--- src/rtl/score_pkg.sv ---
`default_nettype none
// ============================================================================
// Module  : score_pkg
// Purpose : Shared constants, types and helpers for the score display path.
//           Holds the active-low seven-segment digit patterns, the score
//           ceiling, the BCD geometry and the converter state encoding.
// Ports   : (package, none)
// Revision: 1.0  initial release
// ============================================================================
package score_pkg;

  localparam int SCORE_MAX  = 9999;
  localparam int BCD_DIGITS = 4;
  localparam int BCD_W      = 4 * BCD_DIGITS;

  // Segment order is {g,f,e,d,c,b,a}; a 0 lights the segment.
  localparam logic [6:0] SEG_OFF = 7'b1111111;
  localparam logic [6:0] SEG_DIGIT [0:9] = '{
    7'b1000000,  // 0
    7'b1111001,  // 1
    7'b0100100,  // 2
    7'b0110000,  // 3
    7'b0011001,  // 4
    7'b0010010,  // 5
    7'b0000010,  // 6
    7'b1111000,  // 7
    7'b0000000,  // 8
    7'b0010000   // 9
  };

  typedef enum logic [1:0] {
    ST_IDLE  = 2'd0,
    ST_SHIFT = 2'd1,
    ST_DONE  = 2'd2
  } conv_state_t;

  // Decode one BCD nibble; codes above 9 light nothing.
  function automatic logic [6:0] seg_decode(input logic [3:0] nib);
    if (nib <= 4'd9) begin
      return SEG_DIGIT[nib];
    end
    return SEG_OFF;
  endfunction

  // Double-dabble correction: every nibble of 5 or more gets +3 so that the
  // following left shift carries correctly into the next decimal digit.
  function automatic logic [BCD_W-1:0] bcd_adjust(input logic [BCD_W-1:0] bcd);
    logic [BCD_W-1:0] res;
    res = bcd;
    for (int k = 0; k < BCD_DIGITS; k++) begin
      if (res[4*k +: 4] >= 4'd5) begin
        res[4*k +: 4] = res[4*k +: 4] + 4'd3;
      end
    end
    return res;
  endfunction

endpackage
`default_nettype wire

--- src/rtl/bin2bcd_seq.sv ---
`default_nettype none
// ============================================================================
// Module  : bin2bcd_seq
// Purpose : Iterative double-dabble binary-to-BCD converter (IDLE/SHIFT/DONE).
//           One bit is shifted per cycle; the result is latched on DONE.
// Ports   : i_clk    - clock
//           i_rst    - synchronous active-low reset
//           i_start  - request a conversion of i_bin (honoured in IDLE only)
//           i_bin    - binary value to convert
//           o_last   - value whose BCD is currently on o_bcd
//           o_busy   - high from the start edge until the result is latched
//           o_bcd    - latched BCD result, [3:0] = ones digit
// Revision: 1.0  initial release
// ============================================================================
module bin2bcd_seq
  import score_pkg::*;
#(
  parameter int SCORE_W = 14
) (
  input  logic               i_clk,
  input  logic               i_rst,
  input  logic               i_start,
  input  logic [SCORE_W-1:0] i_bin,
  output logic [SCORE_W-1:0] o_last,
  output logic               o_busy,
  output logic [BCD_W-1:0]   o_bcd
);

  localparam int               CNT_W     = (SCORE_W > 1) ? $clog2(SCORE_W) : 1;
  localparam logic [CNT_W-1:0] LAST_STEP = CNT_W'(SCORE_W - 1);

  conv_state_t        state;
  conv_state_t        state_next;
  logic [SCORE_W-1:0] bin_sr;
  logic [SCORE_W-1:0] sample;
  logic [BCD_W-1:0]   bcd_acc;
  logic [BCD_W-1:0]   bcd_adj;
  logic [CNT_W-1:0]   count;

  assign bcd_adj = bcd_adjust(bcd_acc);

  always_ff @(posedge i_clk) begin
    if (!i_rst) begin
      state <= ST_IDLE;
    end else begin
      state <= state_next;
    end
  end

  always_comb begin
    state_next = state;
    case (state)
      ST_IDLE:  if (i_start) state_next = ST_SHIFT;
      ST_SHIFT: if (count == LAST_STEP) state_next = ST_DONE;
      ST_DONE:  state_next = ST_IDLE;
      default:  state_next = ST_IDLE;
    endcase
  end

  always_ff @(posedge i_clk) begin
    if (!i_rst) begin
      bin_sr  <= '0;
      sample  <= '0;
      bcd_acc <= '0;
      count   <= '0;
      o_last  <= '0;
      o_busy  <= 1'b0;
      o_bcd   <= '0;
    end else begin
      case (state)
        ST_IDLE: begin
          if (i_start) begin
            bin_sr  <= i_bin;
            sample  <= i_bin;
            bcd_acc <= '0;
            count   <= '0;
            o_busy  <= 1'b1;
          end
        end
        ST_SHIFT: begin
          // {bcd,bin} <<= 1 after the nibble correction.
          bcd_acc <= {bcd_adj[BCD_W-2:0], bin_sr[SCORE_W-1]};
          bin_sr  <= {bin_sr[SCORE_W-2:0], 1'b0};
          count   <= count + CNT_W'(1);
        end
        ST_DONE: begin
          o_bcd  <= bcd_acc;
          o_last <= sample;
          o_busy <= 1'b0;
        end
        default: begin
          o_busy <= 1'b0;
        end
      endcase
    end
  end

endmodule
`default_nettype wire

--- src/rtl/score_display.sv ---
`default_nettype none
// ============================================================================
// Module  : score_display
// Purpose : Drives a 4-digit multiplexed seven-segment display from a binary
//           score. Saturates at 9999, converts to BCD, scans the anodes and
//           optionally blanks leading zeros.
// Ports   : i_clk    - clock
//           i_rst    - synchronous active-low reset
//           i_score  - binary score
//           i_blank  - 1 forces all anodes off
//           o_bcd    - BCD of the last converted score, [3:0] = ones
//           o_busy   - conversion in progress
//           o_an     - active-low anode enables, bit 0 = ones digit
//           o_seg    - active-low segments {g,f,e,d,c,b,a}
// Revision: 1.0  initial release
// ============================================================================
module score_display
  import score_pkg::*;
#(
  parameter int REFRESH_DIV = 100_000,
  parameter int LZB         = 1,
  parameter int SCORE_W     = 14
) (
  input  logic               i_clk,
  input  logic               i_rst,
  input  logic [SCORE_W-1:0] i_score,
  input  logic               i_blank,
  output logic [15:0]        o_bcd,
  output logic               o_busy,
  output logic [3:0]         o_an,
  output logic [6:0]         o_seg
);

  localparam int              RC_W    = (REFRESH_DIV > 1) ? $clog2(REFRESH_DIV) : 1;
  localparam logic [RC_W-1:0] RC_LAST = RC_W'(REFRESH_DIV - 1);

  logic [SCORE_W-1:0] sat;
  logic [SCORE_W-1:0] last;
  logic               start;
  logic [RC_W-1:0]    refresh_cnt;
  logic [1:0]         digit_idx;
  logic [3:0]         nib;
  logic               lead_zero;
  logic [3:0]         an_next;

  assign sat   = (int'(i_score) > SCORE_MAX) ? SCORE_W'(SCORE_MAX) : i_score;
  // A new conversion is wanted whenever the displayed value is stale; the
  // converter ignores this while it is already busy.
  assign start = (sat != last);

  bin2bcd_seq #(
    .SCORE_W (SCORE_W)
  ) u_conv (
    .i_clk   (i_clk),
    .i_rst   (i_rst),
    .i_start (start),
    .i_bin   (sat),
    .o_last  (last),
    .o_busy  (o_busy),
    .o_bcd   (o_bcd)
  );

  always_ff @(posedge i_clk) begin
    if (!i_rst) begin
      refresh_cnt <= '0;
      digit_idx   <= 2'd0;
    end else if (refresh_cnt == RC_LAST) begin
      refresh_cnt <= '0;
      digit_idx   <= digit_idx + 2'd1;
    end else begin
      refresh_cnt <= refresh_cnt + RC_W'(1);
    end
  end

  // Current nibble, and whether it and every more significant digit is zero.
  always_comb begin
    nib       = 4'd0;
    lead_zero = 1'b0;
    case (digit_idx)
      2'd0: begin
        nib       = o_bcd[3:0];
        lead_zero = 1'b0;
      end
      2'd1: begin
        nib       = o_bcd[7:4];
        lead_zero = (o_bcd[15:4] == 12'd0);
      end
      2'd2: begin
        nib       = o_bcd[11:8];
        lead_zero = (o_bcd[15:8] == 8'd0);
      end
      2'd3: begin
        nib       = o_bcd[15:12];
        lead_zero = (o_bcd[15:12] == 4'd0);
      end
      default: begin
        nib       = 4'd0;
        lead_zero = 1'b0;
      end
    endcase
  end

  always_comb begin
    an_next = ~(4'b0001 << digit_idx);
    if (i_blank || ((LZB != 0) && lead_zero)) begin
      an_next = 4'b1111;
    end
  end

  always_ff @(posedge i_clk) begin
    if (!i_rst) begin
      o_an  <= 4'b1110;
      o_seg <= SEG_DIGIT[0];
    end else begin
      o_an  <= an_next;
      o_seg <= seg_decode(nib);
    end
  end

endmodule
`default_nettype wire
--- config.mk ---
export PLATFORM = sky130hd
export DESIGN_NAME = score_display
export DESIGN_NICKNAME = d
export VERILOG_FILES = /design/src/rtl/score_pkg.sv /design/src/rtl/bin2bcd_seq.sv /design/src/rtl/score_display.sv
export SDC_FILE = /design/constraint.sdc
export NUM_CORES = 1
export LEC_CHECK = 0
export ABC_AREA = 1
export BUFFER_PORTS_ARGS = -buffer_cell sky130_fd_sc_hd__buf_2
export CAP_MARGIN = 20
export CORE_AREA = 10 10 113 115
export CTS_CLUSTER_DIAMETER = 40
export DETAILED_ROUTE_END_ITERATION = 8
export DIE_AREA = 0 0 123 125
export PLACE_DENSITY = 0.84
export SLEW_MARGIN = 20
export SYNTH_ARGS = -nofsm -noshare
export SYNTH_HDL_FRONTEND = slang
export SYNTH_SLANG_ARGS = --single-unit
--- constraint.sdc ---
create_clock -name i_clk -period 2.5 [get_ports i_clk]
set_clock_uncertainty 0.15 [all_clocks]
set_input_delay 0.5 -clock i_clk [delete_from_list [all_inputs] [get_ports i_clk]]
set_output_delay 0.5 -clock i_clk [all_outputs]
set_load 0.05 [all_outputs]
# After elaboration in Yosys (flattened, before gate mapping)
# Memory sizes are Yosys's and may differ from the RTL's.
# Cells that the tools add are included.
dict set report word_totals {
  reg_bits 111
  romBits 112
  in_bits 17
  wordCells 83
  memories 1
}
# memory depth word_bits read_ports rd_clocked_by_memory_dff write_ports line
set memory_table {}
lappend memory_table {{(name not given)} 16 7 1 0 0 score_pkg.sv:40} ;# return SEG_DIGIT[nib];
dict set report op_classes {
  n_addsub 7
  magnitude_cmp 7
  n_eq_ne 10
  shift 1
  mux 25
  bitwise 4
  n_reduce_logical 14
}
# operator n
set ops {}
lappend ops {{16-bit case mux with 2 select lines} 1}
lappend ops {{14-bit 2-to-1 mux} 2}
lappend ops {{14-bit case mux with 2 select lines} 1}
lappend ops {{7-bit 2-to-1 mux} 3}
lappend ops {{17-bit by 1-bit adder with 17-bit output, second input constant} 1}
lappend ops {{17-bit == test, second input constant} 1}
lappend ops {{4-bit by 3-bit >= comparator with 1-bit output, second input constant} 4}
lappend ops {{16-bit 2-to-1 mux} 1}
lappend ops {{4-bit 2-to-1 mux} 4}
lappend ops {{4-bit case mux with 4 select lines} 1}
lappend ops {{14-bit > comparator, second input constant} 1}
lappend ops {{14-bit != test} 1}
lappend ops {{4-bit by 2-bit adder with 4-bit output, second input constant} 3}
lappend ops {{12-bit logical NOT} 1}
lappend ops {{2-bit AND reduction} 5}
lappend ops {{8-bit logical NOT} 1}
lappend ops {{4-bit case mux with 2 select lines} 1}
lappend ops {{2-bit == test, second input constant} 3}
lappend ops {{6-bit 2-to-1 mux} 1}
lappend ops {{5-bit >= comparator, second input constant} 1}
lappend ops {{4-bit NOT with 5-bit output} 1}
lappend ops {{4-bit by 1-bit adder with 4-bit output, second input constant} 1}
lappend ops {{2-bit by 1-bit == test with 1-bit output, second input constant} 2}
lappend ops {{4-bit == test, second input constant} 1}
lappend ops {{19 further kinds} 26}

# Logic depth before layout (Yosys ltp)
# Gate-level depths: netlist of the first run.
dict set report logic_depth {
  word_depth 8
  ltp_mapped 18
  mapped_depth_nobuf 16
}

# Cells and area by module
# A second synthesis of the first run with hierarchy kept.
dict set report hier_totals {
  hier_cells 740
  hier_area_um2 5288.8
}
# module n_inst cells_per_inst area_per_inst_um2
set modules_own_cells {}
lappend modules_own_cells {bin2bcd_seq 1 437 3328.2}
lappend modules_own_cells {score_display 1 303 1960.6}

# Least setup slack after synthesis of the first run
# Ideal clock, no wire load.
dict set report synth_timing {
  path_kind {register to register}
  from {register digit_idx[0]}
  to {register o_seg[0]}
  t_arrival_ns 2.188
  t_required_ns 2.277
  path_slack_ns 0.089
  stages_incl_launch_ff 12
  path_buffers 0
  cell_sequence {dfxtp_1 -> inv_1 -> ha_1 -> inv_1 -> nand2_1 -> o22ai_1 -> inv_1 -> ha_1 -> or2_2 -> a21oi_1 -> inv_1 -> a21oi_1}
}
dict set report synth_between {
  elab_chain_len 8
  elab_cells_between_ends 14
}
# item line
set synth_lines {}
lappend synth_lines {{from (decl)} score_display.sv:41} ;# logic [1:0] digit_idx;
lappend synth_lines {{from (signal assigned)} score_display.sv:69} ;# digit_idx <= digit_idx + 2'd1;
lappend synth_lines {{2-bit == test, or another cell as far along} score_display.sv:79} ;# case (digit_idx)
lappend synth_lines {{4-bit case mux with 4 select lines *} score_display.sv:79}
lappend synth_lines {{4-bit NOT with 5-bit output (implied by the code)} score_pkg.sv:40}
lappend synth_lines {{memory read 16 x 7 bit} --}
lappend synth_lines {{7-bit 2-to-1 mux (implied by the code) (2 in series)} score_pkg.sv:40}
lappend synth_lines {{7-bit 2-to-1 mux} score_pkg.sv:39} ;# if (nib <= 4'd9) begin
lappend synth_lines {{6-bit 2-to-1 mux *} score_pkg.sv:42} ;# return SEG_OFF;
lappend synth_lines {{to (signal assigned)} score_display.sv:113} ;# o_seg <= SEG_DIGIT[0];
lappend synth_lines {{to (signal assigned)} score_display.sv:116} ;# o_seg <= seg_decode(nib);
lappend synth_lines {{to (decl)} score_display.sv:31} ;# output logic [6:0] o_seg
# Mark *: on every way between the ends. The rest lies on a longest branch, timed or not. The select of a mux whose other input is x is not followed.
# A chain may end at the register's enable or synchronous reset.

# Worst setup path in the final report of the first run
dict set report layout_timing {
  from {register digit_idx[1]}
  to {register o_seg[3]}
}
# Same word-level chain as after synthesis.

==> results of run 1 <==
## final timing paths
check,start,to,slack [ns],depth (start not counted)
worst max register to register,digit_idx[1]$_SDFFE_PN0P_,o_seg[3]$_SDFF_PN0_,0.1,11
worst min register to register,u_conv.sample[10]$_SDFFE_PN0P_,u_conv.sample[10]$_SDFFE_PN0P_,0.31,2
worst max-delay path,digit_idx[1]$_SDFFE_PN0P_,o_seg[3]$_SDFF_PN0_,0.1,11
worst min-delay path,i_blank,o_an[0]$_SDFF_PN0_,0.26,5
## kinds of logic (layout without fill, tap and decap cells)
family,after synthesis,after routing,synth area share [%]
buffers and inverters,117,170,9.171
AOI/OAI and AO/OA,172,172,17.69
adders and majority gates,22,22,4.969
DFF,111,111,40.12
xor gates and xnor gates,9,9,1.423
and+or+nand+nor,309,309,26.63
## sequential cells by signal (all words and copies together), names as in the netlist
register        flops
u_conv.count        4
o_an                4
o_seg               7
digit_idx           2
u_conv.state        2
u_conv.bin_sr      14
u_conv.bcd_acc     16
u_conv.o_busy       1
u_conv.o_last      14
u_conv.o_bcd       16
refresh_cnt        17
u_conv.sample      14
## cells in the mapped netlist, types with 2 or more instances
cell	count	area [um2]
nor3_1	6	30.03
buf_6	5	56.30
inv_2	2	7.510
a31oi_1	3	18.77
buf_8	2	30.03
nand3_2	17	170.2
o21ai_0	61	305.3
xnor2_1	3	26.28
nand2_2	6	37.54
buf_2	4	20.02
a21oi_1	70	350.3
nand2_1	129	484.2
xor2_1	6	52.55
nand3b_1	2	15.01
nand2_4	3	33.78
buf_1	4	15.01
nand4_1	14	87.58
ha_1	22	275.3
nor2_1	64	240.2
a21oi_2	22	192.7
nand3_1	52	260.3
nor3b_1	5	37.54
nor2_2	2	12.51
clkbuf_1	19	71.32
o31ai_1	2	15.01
o22ai_1	5	31.28
o21a_1	4	30.03
inv_1	80	300.3
or2_2	5	31.28
dfxtp_1	111	2222
## power by group
group | internal [mW] | switching, mW
sequential | 1.82 | 0.0268
combinational | 0.132 | 0.227
clock | 0.470 | 0.632
## stage by stage
stage	std cells	cell area [um2]	power, mW	hold WS [ns]	TNS [ns]
floorplan	740	5539	2.139	0.2803	0
global placement	917	6000	2.232	0.2928	0
CTS	933	6196	3.323	0.2590	0
finish	933	6210	3.304	0.2622	0
global route	933	6210	3.449	0.2599	0
detailed placement	917	6000	2.239	0.3003	-0.01024
## routing by layer
layer,vias up,GRT usage [%],routed length [um]
met5,-,0,0
met4,0,7.745,286
met3,29,3.330,565
met2,120,25.50,5733
met1,2227,19.71,5605
li1,2529,-,-
## critical path, delay by kind of cell (launching register included)
| family | cells | cell delay, ns |
|---|---|---|
| flops | 1 | 0.38 |
| simple gates | 2 | 0.39 |
| fa+ha+maj | 2 | 0.45 |
| buf+inv | 4 | 0.42 |
| compound gates | 3 | 0.55 |
## final cells by class
class                      instances  area (um2)
clock inverter                     6       68.82
timing repair buffer              72       480.5
tap                              140       175.2
inverter                          82       307.8
sequential                       111        2223
multi-input combinational        512        2826
fill                             955        4393
clock buffer                      10       127.6
==> impl_metrics.json, run 1 <==
{
  "status": "finished clean",
  "grt_pass1_wl_um": 20620,
  "dp_hpwl_um": 8480,
  "setup_ws_ns": 0.09794,
  "hp-class": "in2reg",
  "final_cell_mix": "nand2_1 (129), dfxtp_1 (110), inv_1 (77), a21oi_1 (69), nor2_1 (61)",
  "drc": 0,
  "dr.first_iter.drc_count": 435,
  "synth_edf_count": 0,
  "cp_slowest_cell": "dfxtp_1",
  "grt_pass1_vias": 4626,
  "diodes": 0,
  "pre_cts_slack_ns": -0.008920,
  "p_per_area_nw_per_um2": 532.1,
  "overflow": 0,
  "dieArea_um2": 15380,
  "path_clk_slew_ns": 0.11,
  "maxCapViolations": 0,
  "cp.arrival_ns": 2.57,
  "start_util_pct": 52.24,
  "final_common_cell": "nand2_1",
  "mappedNetlistArea_um2": 5539,
  "ys_types": 40,
  "num_vias": 4905,
  "ys_warn_count": 0,
  "grt_start_max_net_pins": 52,
  "die_h_um": 125,
  "critPathRequiredTime_ns": 2.67,
  "via_per_inst": 5.257,
  "drt_pass1_iterations": 5,
  "total_leakage_power_nw": 2.526,
  "netlist_instances": 740,
  "async_flop_share_pct": 0,
  "place_congestion": 0.8584,
  "core_um2": 10600,
  "crit_chain": "inv_1 -> ha_1 -> inv_2 -> nand2_1 -> o22ai_1 -> inv_1 -> ha_1 -> or2_2 -> a21oi_2 -> inv_2 -> a21oi_1",
  "finalCriticalPeriod_ns": 2.402,
  "nets": 827,
  "worst_pin_slew_ns": 0.6788,
  "cts_made_buffers": 9,
  "clock_sinks": 111,
  "timing.fmax_mhz": 416.3,
  "clock_latency_ns": 0.39,
  "cts_root_buffer": "clkbuf_8",
  "max_slew_margin_pct": 54.70,
  "synth.net_count": 779,
  "post_cts_buffers": 0,
  "endpoint_kind": "flop",
  "syn_area_per_cell_um2": 7.485,
  "cpPeakStageDelay_ns": 0.38,
  "drv_slew": 0,
  "period_share_pct": 96.08,
  "final-hold-violation-count": 0,
  "antenna_found_initial": 0,
  "pin_count": 45,
  "worst-path-max-fanout": 7,
  "drive_gt1_share_pct": 19.55,
  "cts_hold_buf": 0,
  "wire_per_inst_um": 13.07,
  "clock_tree.buffer_depth": 2,
  "fin_util_pct": 58.57,
  "floorplan.rows": 38,
  "finalSetupViolCount": 0,
  "wl_um": 12190,
  "yosysSeqAreaShare_pct": 40.12,
  "cts_tree": "built",
  "yosys_register_bits": 111,
  "detail-route-antenna-nets": 0,
  "die_x_um": 123,
  "grt_use_total_pct": 15.88,
  "synthFlopType": "dfxtp_1",
  "path_class": "reg2reg",
  "rsz0062_at_grt": "false",
  "cts_resized": 1,
  "syn2layout_area_growth_pct": 12.11,
  "ir_drop_mv": 0.2674,
  "start_kind": "flop",
  "htree_num_levels": 3,
  "io_buffers": 44
}
Note: power is estimated with default switching activity, not from simulation.
==> run 2, diff against run 1 <==
--- a/config.mk
+++ b/config.mk
@@ -5,14 +5,14 @@
 export SDC_FILE = /design/constraint.sdc
 export NUM_CORES = 1
 export LEC_CHECK = 0
-export ABC_AREA = 1
+export ABC_AREA = 0
 export BUFFER_PORTS_ARGS = -buffer_cell sky130_fd_sc_hd__buf_2
 export CAP_MARGIN = 20
-export CORE_AREA = 10 10 113 115
+export CORE_AREA = 10 10 110 112
 export CTS_CLUSTER_DIAMETER = 40
 export DETAILED_ROUTE_END_ITERATION = 8
-export DIE_AREA = 0 0 123 125
-export PLACE_DENSITY = 0.84
+export DIE_AREA = 0 0 120 122
+export PLACE_DENSITY = 0.85
 export SLEW_MARGIN = 20
 export SYNTH_ARGS = -nofsm -noshare
 export SYNTH_HDL_FRONTEND = slang
==> impl_metrics.json, run 2 <==
{
  "cts_tree": "built",
  "cts_hold_buf": 0,
  "status": "finished clean",
  "largest_reg_flops": 17,
  "netlist_instances": 604,
  "final_area_um2": 6080,
  "total_power_mw": 3.326,
  "path_clk_slew_ns": 0.11,
  "path_class": "in2reg",
  "synth_top_cell_by_area": "dfxtp_1",
  "synthSimpleGateAreaFrac_pct": 20.90,
  "critPathRequiredTime_ns": 2.64,
  "post-synth-top-count-cell": "dfxtp_1",
  "synth_top_family_by_area": "simple AND/OR/NAND/NOR gates",
  "via_per_inst": 5.594,
  "grt_use_total_pct": 17.15,
  "endpoint_kind": "flop",
  "pin_count": 45,
  "io_buffers": 44,
  "start_util_pct": 52.57,
  "dieArea_um2": 14640,
  "cp-startpoint": "i_score[7]",
  "ir_drop_mv": 0.2951,
  "htree_num_levels": 3,
  "maxCapViolations": 0,
  "synth-xor-area-share_pct": 4.809,
  "start_kind": "input pin",
  "netlist_top_cells_count": "dfxtp_1 (111), nand2_1 (94), nor2_1 (63), a21oi_1 (55)",
  "clock_tree.buffer_depth": 2,
  "dp_hpwl_um": 9113,
  "grt_pass1_vias": 4628,
  "die_x_um": 120,
  "dpl_cell_area_um2": 5824,
  "cp.arrival_ns": 2.49,
  "syn2layout_area_growth_pct": 15.11,
  "ys_warn_count": 0,
  "timing.fmax_mhz": 425.1,
  "hp-class": "in2reg",
  "wire_per_inst_um": 15.32,
  "async_flop_share_pct": 0,
  "synthFlopType": "dfxtp_1",
  "grt_pass1_wl_um": 21290,
  "finalSetupViolCount": 0,
  "syn_area_per_cell_um2": 8.744,
  "pre_cts_slack_ns": -0.2333,
  "detail-route-antenna-nets": 0,
  "post_cts_buffers": 0,
  "muxShareOfSynthArea_pct": 1.966,
  "synth_top_area_share_pct": 42.08,
  "yosysSeqAreaShare_pct": 42.08,
  "synth.net_count": 643,
  "antenna_found_initial": 0,
  "core_um2": 10050,
  "total_leakage_power_nw": 2.353,
  "cts_made_buffers": 9,
  "wl_um": 12370,
  "finalCriticalPeriod_ns": 2.352,
  "reg_top3": "refresh_cnt (17), u_conv.bcd_acc (16), u_conv.o_bcd (16)",
  "drv_slew": 0,
  "yosys_register_bits": 111,
  "grt_start_max_net_pins": 31,
  "tns_ns": 0,
  "num_vias": 4514,
  "dr.first_iter.drc_count": 394,
  "rsz0062_at_grt": "false",
  "clock_latency_ns": 0.38,
  "clock_sinks": 111,
  "cts_root_buffer": "clkbuf_8",
  "worst-path-max-fanout": 18,
  "overflow": 0,
  "netlist_top_cells_area": "dfxtp_1 (42%), nand2_1 (6.7%), a21oi_1 (5.2%)",
  "place_congestion": 0.8588,
  "ys_types": 66,
  "mappedNetlistArea_um2": 5281,
  "drc": 0,
  "rr_startpoint": "digit_idx[0]$_SDFFE_PN0P_",
  "max_slew_margin_pct": 56.73,
  "worst_pin_slew_ns": 0.6481,
  "diodes": 0,
  "p_per_area_nw_per_um2": 547.2,
  "final_cell_mix": "dfxtp_1 (109), nand2_1 (94), nor2_1 (62), a21oi_1 (55), buf_2 (44)",
  "final-hold-violation-count": 0,
  "largest_register": "refresh_cnt",
  "synth_adder_area_share_pct": 5.212,
  "period_share_pct": 94.10,
  "nets": 705,
  "synth_edf_count": 0,
  "final_common_cell": "dfxtp_1",
  "drive_gt1_share_pct": 19.97,
  "drt_pass1_iterations": 8,
  "die_h_um": 122,
  "setup_ws_ns": 0.1476,
  "synth_compound_area_share_pct": 20.66,
  "floorplan.rows": 37,
  "holdCritStartpoint": "i_blank"
}
## run 2: changes by cell type after synthesis, sizes merged, moves of 9 or more
cell	change
nand3	-53
inv	-60
o221ai	+9
nand2b	+11
xor2	+13
a21oi	-37
o21ai	-48
nand2	-44
## run 2: critical path: stages
cell and delay (ns):
buf_2 0.12, nor4_4 0.31, o21ai_2 0.16, a2111oi_4 0.41, o2111ai_4 0.19, o31a_4 0.41, buf_12 0.17, o32ai_2 0.21
## run 2: cell type report
type / count / area (um2)
clock inverter: 6 / 93.84
sequential: 111 / 2225
inverter: 23 / 86.33
fill: 839 / 3966
multi-input combinational: 441 / 2851
timing repair buffer: 80 / 515.5
tap: 136 / 170.2
clock buffer: 10 / 137.6
## run 2: cell families (layout without fill, tap and decap cells)
family | count (synthesis) | after routing
AOI/OAI and AO/OA | 144 | 144
xor gates and xnor gates | 29 | 29
adders and majority gates | 22 | 22
buffers and inverters | 52 | 119
DFF | 111 | 111
muxes | 10 | 10
and+or+nand+nor | 236 | 236
## run 2: repair_timing
| item | CTS | global route |
|---|---|---|
| setup endpoints to repair | 3 | 7 |
| pin swaps | 1 | 5 |
| resized for setup | 1 | 7 |
## run 2: layer usage
layer	vias to the layer above	global-route usage, %	share of wire (%)
met5	-	0	0
met4	0	4.902	1.2
met3	16	4.857	5.7
met2	132	30.71	50
met1	2131	19.54	43
li1	2235	-	-
## run 2: power breakdown
part           internal, mW  switching (mW)
Clock                 0.597           0.607
Combinational         0.113           0.164
Sequential             1.81          0.0317
## run 2: path summary, 6_finish.rpt
check	to	slack, ns	depth (start not counted)
worst min register to register	u_conv.o_last[13]$_SDFFE_PN0N_	0.31	2
worst max register to register	o_seg[4]$_SDFF_PN0_	0.18	9
worst min-delay path	o_an[2]$_SDFF_PP1_	0.20	3
worst max-delay path	u_conv.bcd_acc[9]$_SDFFE_PN0P_	0.15	8
## run 2: per-stage QoR
step           instances  hold slack [ns]  utilization, %
6_report             807           0.2024           60.52
5_1_grt              807           0.2044           60.52
4_1_cts              807           0.1911           60.33
3_5_place_dp         791           0.2963           57.98
3_3_place_gp         791           0.2901           57.98
2_1_floorplan        604           0.2799               -
==> run 3, diff against run 2 <==
--- a/config.mk
+++ b/config.mk
@@ -8,10 +8,10 @@
 export ABC_AREA = 0
 export BUFFER_PORTS_ARGS = -buffer_cell sky130_fd_sc_hd__buf_2
 export CAP_MARGIN = 20
-export CORE_AREA = 10 10 110 112
+export CORE_AREA = 10 10 130 96
 export CTS_CLUSTER_DIAMETER = 40
 export DETAILED_ROUTE_END_ITERATION = 8
-export DIE_AREA = 0 0 120 122
+export DIE_AREA = 0 0 140 106
 export PLACE_DENSITY = 0.85
 export SLEW_MARGIN = 20
 export SYNTH_ARGS = -nofsm -noshare
==> impl_metrics.json, run 3 (synthesis results as in run 2) <==
{
  "total_leakage_power_nw": 2.437,
  "ir_drop_mv": 0.4772,
  "wire_per_inst_um": 16.42,
  "max_slew_margin_pct": 59.37,
  "syn2layout_area_growth_pct": 18.10,
  "detail-route-antenna-nets": 0,
  "cp.arrival_ns": 2.46,
  "cts_made_buffers": 9,
  "endpoint_kind": "flop",
  "grt_pass1_wl_um": 22190,
  "die_x_um": 140,
  "holdWs_ns": 0.2393,
  "pwr-share-comb_pct": 8.3,
  "pin_count": 45,
  "p_int_mw": 2.633,
  "final-hold-violation-count": 0,
  "finalSetupViolCount": 0,
  "largest_register": "refresh_cnt",
  "timing.fmax_mhz": 415.4,
  "tns_ns": 0,
  "io_buffers": 44,
  "final_common_cell": "dfxtp_1",
  "clock_tree.buffer_depth": 2,
  "stdcell_count": 816,
  "period_share_pct": 96.28,
  "start_kind": "flop",
  "place_congestion": 0.8759,
  "p_sw_share_pct": 23.85,
  "r2r_slack_ns": 0.09,
  "status": "finished clean",
  "final_cell_mix": "dfxtp_1 (109), nand2_1 (94), nor2_1 (62), a21oi_1 (52), buf_4 (46)",
  "floorplan.rows": 31,
  "wl_um": 13400,
  "finalCriticalPeriod_ns": 2.407,
  "worst-path-max-fanout": 5,
  "p_clk_share_pct": 38.2,
  "drv_slew": 0,
  "via_per_inst": 5.765,
  "start_util_pct": 52.37,
  "htree_num_levels": 3,
  "final_area_um2": 6237,
  "dp.cells": 799,
  "cts_tree": "built",
  "power_frac_seq_pct": 53.4,
  "clock_latency_ns": 0.35,
  "dr.first_iter.drc_count": 462,
  "grt_use_total_pct": 17.64,
  "dpl_cell_area_um2": 5909,
  "grt_pass1_vias": 4536,
  "setup_ws_ns": 0.09292,
  "maxCapViolations": 0,
  "num_vias": 4704,
  "fin_util_pct": 61.85,
  "worst_pin_slew_ns": 0.5925,
  "largest_reg_flops": 17,
  "cts_hold_buf": 0,
  "dieArea_um2": 14840,
  "total_power_mw": 3.458,
  "clock_sinks": 111,
  "post_cts_buffers": 0,
  "drive_gt1_share_pct": 22.11,
  "cts_root_buffer": "clkbuf_16",
  "overflow": 0,
  "nets": 717,
  "grt_start_max_net_pins": 31,
  "core_um2": 10080,
  "critPathRequiredTime_ns": 2.55,
  "die_h_um": 106,
  "antenna_found_initial": 1,
  "path_class": "reg2reg",
  "hp-class": "in2reg",
  "drc": 0,
  "dp_hpwl_um": 9547,
  "drt_pass1_iterations": 5,
  "p_per_area_nw_per_um2": 554.4,
  "pre_cts_slack_ns": -0.2092,
  "p_sw_mw": 0.8248,
  "path_clk_slew_ns": 0.07,
  "reg_top3": "refresh_cnt (17), u_conv.bcd_acc (16), u_conv.o_bcd (16)"
}
## run 3: power groups by stage
stage | Sequential [mW] | Combinational [mW] | Clock [mW]
floorplan | 1.88 | 0.174 | 0
global placement | 1.88 | 0.269 | 0
detailed placement | 1.89 | 0.280 | 0
CTS | 1.85 | 0.284 | 1.33
global route | 1.85 | 0.311 | 1.41
finish | 1.85 | 0.288 | 1.32
## run 3: final timing paths
kind,start,endpoint,cells past startpoint
worst min register to register,u_conv.sample[7]$_SDFFE_PN0P_,u_conv.o_last[7]$_SDFFE_PN0N_,2
worst max-delay path,digit_idx[0]$_SDFFE_PN0P_,o_seg[6]$_SDFF_PN1_,10
worst min-delay path,i_blank,o_an[1]$_SDFF_PP1_,3
worst max register to register,digit_idx[0]$_SDFFE_PN0P_,o_seg[6]$_SDFF_PN1_,10
## run 3: repair_timing
action,4_1_cts,5_1_grt
gates resized for setup,3,14
endpoints found under the setup margin,4,7
pin swaps,0,5
## run 3: critical path, cell delays in order (launching register included)
cell      delay, ns
dfxtp_2        0.37
inv_1          0.09
ha_2           0.22
a222oi_1       0.34
a21o_1         0.19
buf_4          0.14
ha_2           0.22
nor3_4         0.06
buf_4          0.17
a211oi_2       0.18
o21ai_1        0.13
## run 3: layout make-up
cell class                 instances  area [um2]
sequential                       111        2225
tap                              132       165.2
multi-input combinational        441        2877
timing repair buffer              92       605.6
clock buffer                      11       242.7
inverter                          23       86.33
fill                             780        3847
clock inverter                     5       33.78
antenna                            1       2.502
## run 3: routing by layer
metal / up-vias / global-route usage [%] / routed length, um
li1: 2263 / - / -
met1: 2249 / 21.78 / 5774
met2: 166 / 29.81 / 6553
met3: 26 / 4.357 / 810
met4: 0 / 5.294 / 261
met5: - / 0 / 0
